File: config.mk
export PLATFORM = sky130hd
export DESIGN_NAME = snax_hwpe_periph_arb
export DESIGN_NICKNAME = d
export VERILOG_FILES = /design/src/rtl/snax_hwpe_periph_arb.sv
export SDC_FILE = /design/constraint.sdc
export NUM_CORES = 1
export LEC_CHECK = 0
export ABC_AREA = 1
export BUFFER_PORTS_ARGS = -buffer_cell sky130_fd_sc_hd__buf_4
export CAP_MARGIN = 0
export CORE_AREA = 5 5 118 120
export DETAILED_ROUTE_END_ITERATION = 8
export DIE_AREA = 0 0 123 125
export PLACE_DENSITY = 0.51
export SLEW_MARGIN = 30
export SYNTH_ARGS = -nofsm -noshare
export SYNTH_HDL_FRONTEND = slang
export SYNTH_SLANG_ARGS = --single-unit
export TNS_END_PERCENT = 1
File: constraint.sdc
create_clock -name clk_i -period 1.7 [get_ports clk_i]
set_clock_uncertainty 0.1 [all_clocks]
set_input_delay 0.255 -clock clk_i [delete_from_list [all_inputs] [get_ports clk_i]]
set_output_delay 0.255 -clock clk_i [all_outputs]
set_load 0.02 [all_outputs]
File: src/rtl/snax_hwpe_periph_arb.sv
// Round-robin arbiter sharing one HWPE peripheral port among NumReq requesters, one transaction in flight.
// Optional read-response timeout enabled by defining SNAX_HWPE_ARB_TIMEOUT_EN.
module snax_hwpe_periph_arb #(
    parameter int unsigned NumReq        = 2,
    parameter int unsigned IdWidth       = 5,
    parameter int unsigned TimeoutCycles = 255
) (
    input  logic                             clk_i,
    input  logic                             rst_ni,
    input  logic [NumReq-1:0]                s_req_i,
    output logic [NumReq-1:0]                s_gnt_o,
    input  logic [NumReq-1:0][31:0]          s_add_i,
    input  logic [NumReq-1:0]                s_wen_i,
    input  logic [NumReq-1:0][3:0]           s_be_i,
    input  logic [NumReq-1:0][31:0]          s_data_i,
    input  logic [NumReq-1:0][IdWidth-1:0]   s_id_i,
    output logic [NumReq-1:0]                s_r_valid_o,
    output logic [31:0]                      s_r_data_o,
    output logic [IdWidth-1:0]               s_r_id_o,
    output logic                             m_req_o,
    output logic [31:0]                      m_add_o,
    output logic                             m_wen_o,
    output logic [3:0]                       m_be_o,
    output logic [31:0]                      m_data_o,
    output logic [IdWidth-1:0]               m_id_o,
    input  logic                             m_gnt_i,
    input  logic                             m_r_valid_i,
    input  logic [31:0]                      m_r_data_i,
    input  logic [IdWidth-1:0]               m_r_id_i,
    output logic                             busy_o,
    output logic                             timeout_o
);

    localparam int unsigned PtrW = $clog2(NumReq);

    if (NumReq < 2 || NumReq > 8 || TimeoutCycles == 0) begin : g_bad_params
        $error("snax_hwpe_periph_arb: NumReq must be 2..8 and TimeoutCycles nonzero");
    end

    typedef enum logic [1:0] {
        IDLE = 2'd0,
        REQ  = 2'd1,
        RESP = 2'd2
    } state_e;

    state_e          state_q, state_d;
    logic [PtrW-1:0] win_q, win_d;
    logic [PtrW-1:0] ptr_q, ptr_d;
    logic [PtrW-1:0] pick;

`ifdef SNAX_HWPE_ARB_TIMEOUT_EN
    localparam int unsigned CntW = $clog2(TimeoutCycles + 1);
    logic [CntW-1:0]    cnt_q, cnt_d;
    logic [IdWidth-1:0] rid_q, rid_d;
`endif

    // First requester at or after ptr+1 (mod NumReq); descending scan so the nearest one wins.
    always_comb begin
        pick = '0;
        for (int unsigned i = NumReq; i >= 1; i--) begin
            if (s_req_i[PtrW'((32'(ptr_q) + i) % NumReq)]) begin
                pick = PtrW'((32'(ptr_q) + i) % NumReq);
            end
        end
    end

    always_ff @(posedge clk_i) begin
        if (!rst_ni) begin
            state_q <= IDLE;
            win_q   <= '0;
            ptr_q   <= PtrW'(NumReq - 1);
`ifdef SNAX_HWPE_ARB_TIMEOUT_EN
            cnt_q   <= '0;
            rid_q   <= '0;
`endif
        end else begin
            state_q <= state_d;
            win_q   <= win_d;
            ptr_q   <= ptr_d;
`ifdef SNAX_HWPE_ARB_TIMEOUT_EN
            cnt_q   <= cnt_d;
            rid_q   <= rid_d;
`endif
        end
    end

    always_comb begin
        state_d     = state_q;
        win_d       = win_q;
        ptr_d       = ptr_q;
`ifdef SNAX_HWPE_ARB_TIMEOUT_EN
        cnt_d       = cnt_q;
        rid_d       = rid_q;
`endif
        s_gnt_o     = '0;
        s_r_valid_o = '0;
        s_r_data_o  = '0;
        s_r_id_o    = '0;
        m_req_o     = 1'b0;
        m_add_o     = '0;
        m_wen_o     = 1'b0;
        m_be_o      = '0;
        m_data_o    = '0;
        m_id_o      = '0;
        timeout_o   = 1'b0;

        case (state_q)
            IDLE: begin
                if (|s_req_i) begin
                    win_d   = pick;
`ifdef SNAX_HWPE_ARB_TIMEOUT_EN
                    rid_d   = s_id_i[pick];
`endif
                    state_d = REQ;
                end
            end
            REQ: begin
                m_req_o          = s_req_i[win_q];
                m_add_o          = s_add_i[win_q];
                m_wen_o          = s_wen_i[win_q];
                m_be_o           = s_be_i[win_q];
                m_data_o         = s_data_i[win_q];
                m_id_o           = s_id_i[win_q];
                s_gnt_o[win_q]   = m_gnt_i;
                // A withdrawn request abandons the slot without advancing fairness.
                if (!s_req_i[win_q]) begin
                    state_d = IDLE;
                end else if (m_gnt_i) begin
                    if (s_wen_i[win_q]) begin
                        state_d = RESP;
`ifdef SNAX_HWPE_ARB_TIMEOUT_EN
                        cnt_d   = '0;
`endif
                    end else begin
                        state_d = IDLE;
                        ptr_d   = win_q;
                    end
                end
            end
            RESP: begin
                s_r_valid_o[win_q] = m_r_valid_i;
                s_r_data_o         = m_r_data_i;
                s_r_id_o           = m_r_id_i;
                if (m_r_valid_i) begin
                    state_d = IDLE;
                    ptr_d   = win_q;
                end
`ifdef SNAX_HWPE_ARB_TIMEOUT_EN
                else if (cnt_q == CntW'(TimeoutCycles - 1)) begin
                    s_r_valid_o[win_q] = 1'b1;
                    s_r_data_o         = 32'hDEADBEEF;
                    s_r_id_o           = rid_q;
                    timeout_o          = 1'b1;
                    state_d            = IDLE;
                    ptr_d              = win_q;
                end else begin
                    cnt_d = cnt_q + CntW'(1);
                end
`endif
            end
            default: state_d = IDLE;
        endcase
    end

    assign busy_o = (state_q != IDLE);

endmodule

Word-level counts from Yosys, hierarchy flattened
Index checks and enable logic that the tools add are counted.
{"block": "word_totals", "reg_bits": 4, "input_bits": 191, "out_inout_bits": 118, "word_cells": 68}
{"block": "op_classes", "n_addsub": 2, "order_cmp": 4, "eq_ne": 8, "muxes": 41, "n_bitwise": 2, "reduce_logical": 8}
{"op": "32-bit two-way mux", "count": 7}
{"op": "5-bit two-way mux", "count": 4}
{"op": "1-bit two-way mux", "count": 17}
{"op": "2-bit two-way mux", "count": 7}
{"op": "4-bit two-way mux", "count": 3}
{"op": "2-bit inequality test, second input constant", "count": 5}
{"op": "1-bit by 2-bit less-than comparator with 1-bit output, second input constant", "count": 3}
{"op": "2-bit case mux with 3 select lines", "count": 1}
{"op": "5-bit AND reduction", "count": 1}
{"op": "2-bit AND", "count": 2}
{"op": "2-bit nonzero test", "count": 2}
{"op": "3-bit inequality test, second input constant", "count": 1}
{"op": "3-bit AND reduction", "count": 1}
{"op": "1-bit adder, second input constant", "count": 2}
{"op": "2-bit by 1-bit == test with 1-bit output, second input constant", "count": 1}
{"op": "2-bit == test, second input constant", "count": 1}
{"op": "2-bit logical NOT", "count": 1}
{"op": "1-bit case mux with 2 select lines", "count": 1}
{"op": "2-bit AND reduction", "count": 1}
{"op": "2-bit OR reduction", "count": 1}
{"op": "1-bit demux with 1-bit select", "count": 1}
{"op": "1-bit greater-or-equal comparator, second input constant", "count": 1}
{"op": "1-bit logical AND", "count": 1}

Longest topological paths before layout
Gate-level depths: netlist of run 1.
{"block": "logic_depth", "ltp_word": 6, "ltp_mapped": 9}

Worst setup path before layout of run 1
OpenSTA, ideal clock, no wires.
{"block": "synth_path", "kind": "register to output", "from": "register win_q", "to": "output port m_add_o[0]", "t_arrival_ns": 1.162, "setup_slack_ns": 0.183, "path_stages_with_launch": 6, "path_cell_list": "dfxtp_1 > buf_4 > buf_4 > buf_2 > nand2_1 > a21oi_1"}
{"block": "synth_via", "elab_chain_len": 3}
{"item": "from (decl)", "line": "47", "rtl": "logic [PtrW-1:0] win_q, win_d;"}
{"item": "from (signal assigned)", "line": "78", "rtl": "win_q <= win_d;"}
{"item": "32-bit two-way mux (implied by the code) (2 in a row)", "line": "119", "rtl": "m_add_o = s_add_i[win_q];"}
{"item": "32-bit two-way mux", "line": "107", "rtl": "case (state_q)"}
{"item": "to (decl)", "line": "21", "rtl": "output logic [31:0] m_add_o,"}
No other way between the ends. The select of a mux whose other input is x is not followed.

Worst setup path after layout of run 1
{"block": "layout_path", "from": "register state_q[0]", "to": "output port m_id_o[1]"}
{"block": "layout_via", "elab_chain_len": 2}
{"item": "from (decl)", "line": "46", "rtl": "state_e state_q, state_d;"}
{"item": "from (signal assigned)", "line": "77", "rtl": "state_q <= state_d;"}
{"item": "2-bit by 1-bit == test with 1-bit output", "line": "107"}
{"item": "5-bit two-way mux", "line": "107"}
{"item": "to (decl)", "line": "25", "rtl": "output logic [IdWidth-1:0] m_id_o,"}
No other way between the ends.

==> flow_summary_export.csv, run 1 <==
group,metric,value,unit
status,status,"finished clean",
cells_and_area,finalNetCount,865,
critical_path,cp_cell_sequence,"inv_2 > nor2_4 > inv_6 > clkbuf_16 > a21oi_1 > buf_4",
power,power_density,481,nW/um^2
critical_path,cp.required,1.34,ns
cells_and_area,diodes,0,
synth,synth_most_common_cell,"nand2_1",
clock_network,cts_hold_buf,0,
cells_and_area,syn_to_final_growth,157,%
synth,synthFlopType,"dfxtp_1",
detailed_routing,via_per_inst,4.07,
synth,netlist_instances,377,
timing,max_freq,0.600,GHz
detailed_routing,dr.pass1.iters,4,
global_routing,grt_antenna_before_repair,0,
critical_path,max_stage_delay,0.36,ns
global_routing,gr-usage-all-layers,0.129,
cells_and_area,seqCellArea,86.3,um^2
placed_design,port-buffer-count,307,
die,start_util,0.141,
placed_design,dpl_cell_area,4250,um^2
synth,synth-seq-area-share,0.0442,
synth,yosys.area.top_type,"nand2_1",
critical_path,critPathArrivalTime,1.31,ns
clock_network,worstSkewPairLatency,0.22,ns
cells_and_area,drive_above_1_share,0.585,
clock_network,path_clk_slew,0.03,ns
critical_path,start_kind,"flop",
synth,synth_common_cells,"nand2_1 (162), a21oi_1 (48), inv_1 (43), nor2_1 (43), a21oi_2 (30)",
synth,synth_top_area_frac,0.336,
timing,rsz0062_at_grt,"yes",
detailed_routing,ant_nets,0,
cells_and_area,multi_input_area,1480,um^2
detailed_routing,post-route-drc-count,0,
clock_network,cts_inserted_buffers,3,
die,core_area,12900,um^2
die,die_height,125,um
clock_network,htreeDepth,1,
cells_and_area,fillCellCount,1411,
synth,synth_fp_nets,568,
timing,setup_viol,0,
critical_path,critPathMaxFanout,9,
timing,finalCritPeriodShare,0.980,
critical_path,end_kind,"primary output",
clock_network,root_buffer,"clkbuf_16",
global_routing,grt_max_degree,56,
detailed_routing,totalWireLength,12000,um
timing,timing.hold.ws,0.160,ns
die,dieArea,15400,um^2
synth,synth_async_sr_flop_share,0,
cells_and_area,fin_area,4650,um^2
synth,synth.cell_area,1810,um^2
synth,yosys_warnings,0,
global_routing,grt_pass1_wl,16200,um
synth,synth_area_per_cell,4.80,um^2
synth,synth.area.top_cells,"nand2_1 (34%), a21oi_2 (15%), a21oi_1 (13%)",
hold_path,hold_class,"in2reg",
timing,setup_tns,0,ns
detailed_routing,vias,3455,
critical_path,criticalPathCategory,"reg2out",
global_routing,grt_pass1_vias,3168,
power,total_power,0.00224,W
synth,ys_seq_elements,4,
clock_network,cts_tree,"done",
die,die_w,123,um
power,vdd_drop_max,0.310,mV
detailed_routing,drtIter0Drc,126,
timing,finalMaxSlewViolations,0,
critical_path,cp_slowest_cell,"dfxtp_4",
clock_network,cts_buffer_depth,2,
power,leakagePower,2.58,nW
die,row_count,42,
synth,ys_types,17,
placed_design,dpl.hpwl,9450,um
flow_run,drv_cap,0,
detailed_routing,wire_per_inst,14.2,um
global_routing,gr-total-overflow,0,
timing,hold_viol,0,
placed_design,gp_congestion,0.870,
die,io_pins,309,
synth,synth_edf_count,0,
clock_network,cts.sinks,4,
cells_and_area,final_util,0.361,
timing,period_minus_slack,1.67,ns
## critical path: cells and delay by family, from the launching register on
family	cells	cell delay, ns
AO/OA/AOI/OAI	1	0.12
buffers and inverters	4	0.48
flip-flops	1	0.36
AND/OR/NAND/NOR	1	0.13
## registers in the layout, indices dropped and copies added, names as in the netlist
| signal | cells |
|---|---|
| ptr_q | 1 |
| state_q | 2 |
| win_q | 1 |
## placed cells by master (no fill, tap or decap)
| cell type | n |
|---|---|
| o21ai_0 | 1 |
| inv_4 | 2 |
| nor2_1 | 42 |
| a21oi_2 | 54 |
| nand2_2 | 3 |
| buf_6 | 18 |
| clkbuf_16 | 6 |
| nor2_4 | 2 |
| buf_12 | 4 |
| inv_6 | 1 |
| a21oi_4 | 2 |
| buf_16 | 1 |
| nand2_1 | 160 |
| nor3_1 | 1 |
| a21oi_1 | 22 |
| inv_2 | 1 |
| dfxtp_4 | 1 |
| inv_1 | 43 |
| nor3_2 | 1 |
| buf_4 | 294 |
| conb_1 | 1 |
| dfxtp_1 | 1 |
| inv_8 | 1 |
| dfxtp_2 | 2 |
| nand3_1 | 8 |
## final cells by class
cell class | instances | share of cell area
inverters | 47 | 0.0412
flip-flops and latches | 4 | 0.0186
clock buffers | 3 | 0.0161
repair buffers | 320 | 0.557
multi-input cells | 297 | 0.318
repair inverters | 1 | 0.00135
well taps | 176 | 0.0473
## per-layer routing
| metal | up-vias | track usage | share of wire |
|---|---|---|---|
| met3 | 12 | 0.0271 | 0.081 |
| met2 | 146 | 0.247 | 0.53 |
| met1 | 1559 | 0.142 | 0.37 |
| met5 | - | 0 | 0 |
| met4 | 0 | 0.0306 | 0.016 |
| li1 | 1738 | - | - |
## kinds of logic after synthesis
| logic type | after synthesis | share of synthesized area |
|---|---|---|
| simple gates | 217 | 0.462 |
| compound gates | 79 | 0.281 |
| buf+inv | 76 | 0.211 |
| flops | 4 | 0.0442 |
| other cells | 1 | 0.00207 |
## worst paths after layout
| check | cells past startpoint | start | end | slack (ns) |
|---|---|---|---|---|
| worst max-delay path | 6 | state_q[0] | m_id_o[1] | 0.03 |
| worst min-delay path | 2 | rst_ni | ptr_q | 0.16 |
| worst max register to register | 7 | win_q | state_q[1] | 0.33 |
| worst min register to register | 2 | ptr_q | ptr_q | 0.38 |
## power breakdown
part / internal (W) / total [W] / leakage [nW] / switching (W)
Sequential: 0.000107 / 0.000122 / 0.0344 / 0.0000145
Combinational: 0.000822 / 0.00175 / 2.50 / 0.000929
Clock: 0.000300 / 0.000364 / 0.0370 / 0.0000639
## through the flow
stage / worst slack, ns / std cells
after floorplan: 0.183 / 377
after global placement: 0.125 / 839
after detailed placement: 0.125 / 839
after CTS: -0.000800 / 843
after global routing: -0.0409 / 848
final: 0.0333 / 848
## what timing repair did
item | 4_1_cts | 5_1_grt
pin swaps | 1 | 1
buffers inserted | 1 | 0
endpoints found under the setup margin | 100 | 95
gates resized for setup | 16 | 45
gates cloned | 0 | 5
Note: power is estimated with default switching activity, not from simulation.
==> inputs of run 2 (changes only) <==
==> constraint.sdc (replaced) <==
create_clock -name clk_i -period 1.9 [get_ports clk_i]
set_clock_uncertainty 0.1 [all_clocks]
set_input_delay 0.285 -clock clk_i [delete_from_list [all_inputs] [get_ports clk_i]]
set_output_delay 0.285 -clock clk_i [all_outputs]
set_load 0.02 [all_outputs]
==> run 2 against run 1 <==
Register-to-register slack better by 0.10 ns. Wire length is 1.4% lower. Worst setup slack better by 0.026 ns. Critical path depth is 1 lower. Worst hold slack better by 0.024 ns. Utilization fell by 2.1 points. Via count is 2.9% lower. Cell count is 0.83% lower. Power fell by 16%.
==> flow_summary_export.csv, run 2 (same netlist as run 1, synthesis figures left out) <==
group,metric,value,unit
status,status,"finished clean",
clock_network,path_clk_slew,0.03,ns
power,sequentialPowerShare,0.058,
die,start_util,0.141,
detailed_routing,totalWireLength,11900,um
power,total_power,0.00188,W
power,clockPowerShare,0.177,
hold_path,worst_hold_startpoint,"rst_ni",
critical_path,critPathArrivalTime,1.46,ns
global_routing,grt_pass1_vias,3114,
die,row_count,42,
cells_and_area,finalNetCount,858,
cells_and_area,largest_register_ffs,2,
global_routing,grt_antenna_before_repair,0,
die,die_height,125,um
clock_network,root_buffer,"clkbuf_16",
timing,period_minus_slack,1.84,ns
critical_path,start_kind,"flop",
hold_path,hold_class,"in2reg",
cells_and_area,layout_common_cells,"buf_4 (307), nand2_1 (161), a21oi_1 (48), inv_1 (43), nor2_1 (42)",
cells_and_area,regMostFlops,"state_q",
critical_path,rr_endpoint,"state_q[1]",
detailed_routing,wire_per_inst,14.1,um
critical_path,end_kind,"primary output",
global_routing,gr-usage-all-layers,0.128,
power,power_density,428,nW/um^2
clock_network,cts_tree,"done",
timing,finalCritPeriodShare,0.969,
die,core_area,12900,um^2
power,power_frac_comb,0.765,
detailed_routing,drtIter0Drc,187,
timing,finalMaxSlewViolations,0,
clock_network,cts.sinks,4,
hold_path,min_to,"ptr_q",
critical_path,critPathMaxFanout,51,
cells_and_area,diodes,0,
critical_path,cp.required,1.51,ns
power,p_int,0.00103,W
global_routing,grt_max_degree,78,
clock_network,cts_setup_buffers,0,
power,net-switching-power,0.000847,W
clock_network,cts_buffer_depth,2,
detailed_routing,vias,3355,
clock_network,worstSkewPairLatency,0.23,ns
global_routing,gr-total-overflow,0,
detailed_routing,ant_nets,0,
critical_path,criticalPathCategory,"reg2out",
die,io_pins,309,
die,dieArea,15400,um^2
cells_and_area,largestRegisters,"state_q: 2 flops, ptr_q: 1 flops, win_q: 1 flops",
clock_network,cts_inserted_buffers,3,
power,swShare,0.451,
timing,hold_viol,0,
critical_path,r2r_cells,7,
detailed_routing,via_per_inst,3.99,
placed_design,gp_congestion,0.886,
cells_and_area,final_common_cell,"buf_4",
detailed_routing,post-route-drc-count,0,
timing,max_freq,0.543,GHz
die,die_w,123,um
timing,rsz0062_at_grt,"no",
timing,timing.hold.ws,0.184,ns
cells_and_area,syn_to_final_growth,142,%
placed_design,port-buffer-count,307,
detailed_routing,dr.pass1.iters,4,
flow_run,drv_cap,0,
critical_path,regToRegSetupSlack,0.43,ns
hold_path,hold_depth,2,
power,leakagePower,2.52,nW
timing,setup_viol,0,
critical_path,rr_startpoint,"win_q",
clock_network,htreeDepth,1,
placed_design,dpl.hpwl,9360,um
cells_and_area,drive_above_1_share,0.538,
timing,setup_tns,0,ns
global_routing,grt_pass1_wl,16000,um
power,vdd_drop_max,0.193,mV
==> run 2: cell types whose count changed in the layout (fill, tap and decap cells not counted), sizes merged <==
| cell | delta |
|---|---|
| buf | -5 |
| inv | -1 |
| clkbuf | -1 |
==> run 2: cell type report <==
cell class / instances / area, um^2
Timing Repair Buffer: 314 / 2460
Fill cell: 1433 / 8490
Clock buffer: 3 / 75.1
Multi-Input combinational cell: 297 / 1360
Tap cell: 176 / 220
Sequential cell: 4 / 85.1
Inverter: 47 / 181
==> run 2: power groups by stage <==
stage	Clock [W]	Combinational (W)	Sequential, W
global placement	0	0.00140	0.000110
CTS	0.000341	0.00141	0.000110
global route	0.000343	0.00154	0.000112
floorplan	0	0.000733	0.000102
detailed placement	0	0.00141	0.000111
finish	0.000332	0.00143	0.000110
==> run 2: repair_timing <==
| item | in CTS | in global routing |
|---|---|---|
| pin swaps | 0 | 0 |
| hold buffers | 0 | 0 |
| gates resized for setup | 2 | 7 |
| cloned | 0 | 2 |
| setup endpoints to repair | 1 | 70 |
==> run 2: how the worst max path moves through the flow <==
stage,start,to,slack [ns],cells after the start
final,state_q[1],m_data_o[30],0.06,5
after global routing,win_q,m_data_o[7],0.003,5
after CTS,win_q,m_req_o,0.02,5
after detailed placement,win_q,m_wen_o,0.22,5
after global placement,win_q,m_wen_o,0.26,5
after floorplan,win_q,m_add_o[0],0.35,5
==> run 2: routing by layer <==
metal | part of all wire | wire length, um | global-route usage | vias to the layer above
li1 | - | - | - | 1722
met1 | 0.37 | 4370 | 0.145 | 1460
met2 | 0.53 | 6260 | 0.242 | 157
met3 | 0.086 | 1020 | 0.0239 | 16
met4 | 0.016 | 195 | 0.0326 | 0
met5 | 0 | 0 | 0 | -
==> run 2: through the flow <==
stage | util | area [um^2] | cells | setup WS (ns)
after floorplan | - | 1810 | 377 | 0.353
after global placement | 0.329 | 4230 | 836 | 0.256
after detailed placement | 0.329 | 4230 | 836 | 0.224
after CTS | 0.335 | 4320 | 839 | 0.0176
after global routing | 0.340 | 4380 | 841 | 0.00325
final | 0.340 | 4380 | 841 | 0.0589
==> run 2: worst max-delay path, stage by stage (launching register included) <==
cell and delay [ns]:
dfxtp_1 0.35, nor2_4 0.19, inv_4 0.09, buf_12 0.18, a21oi_1 0.19, buf_4 0.18
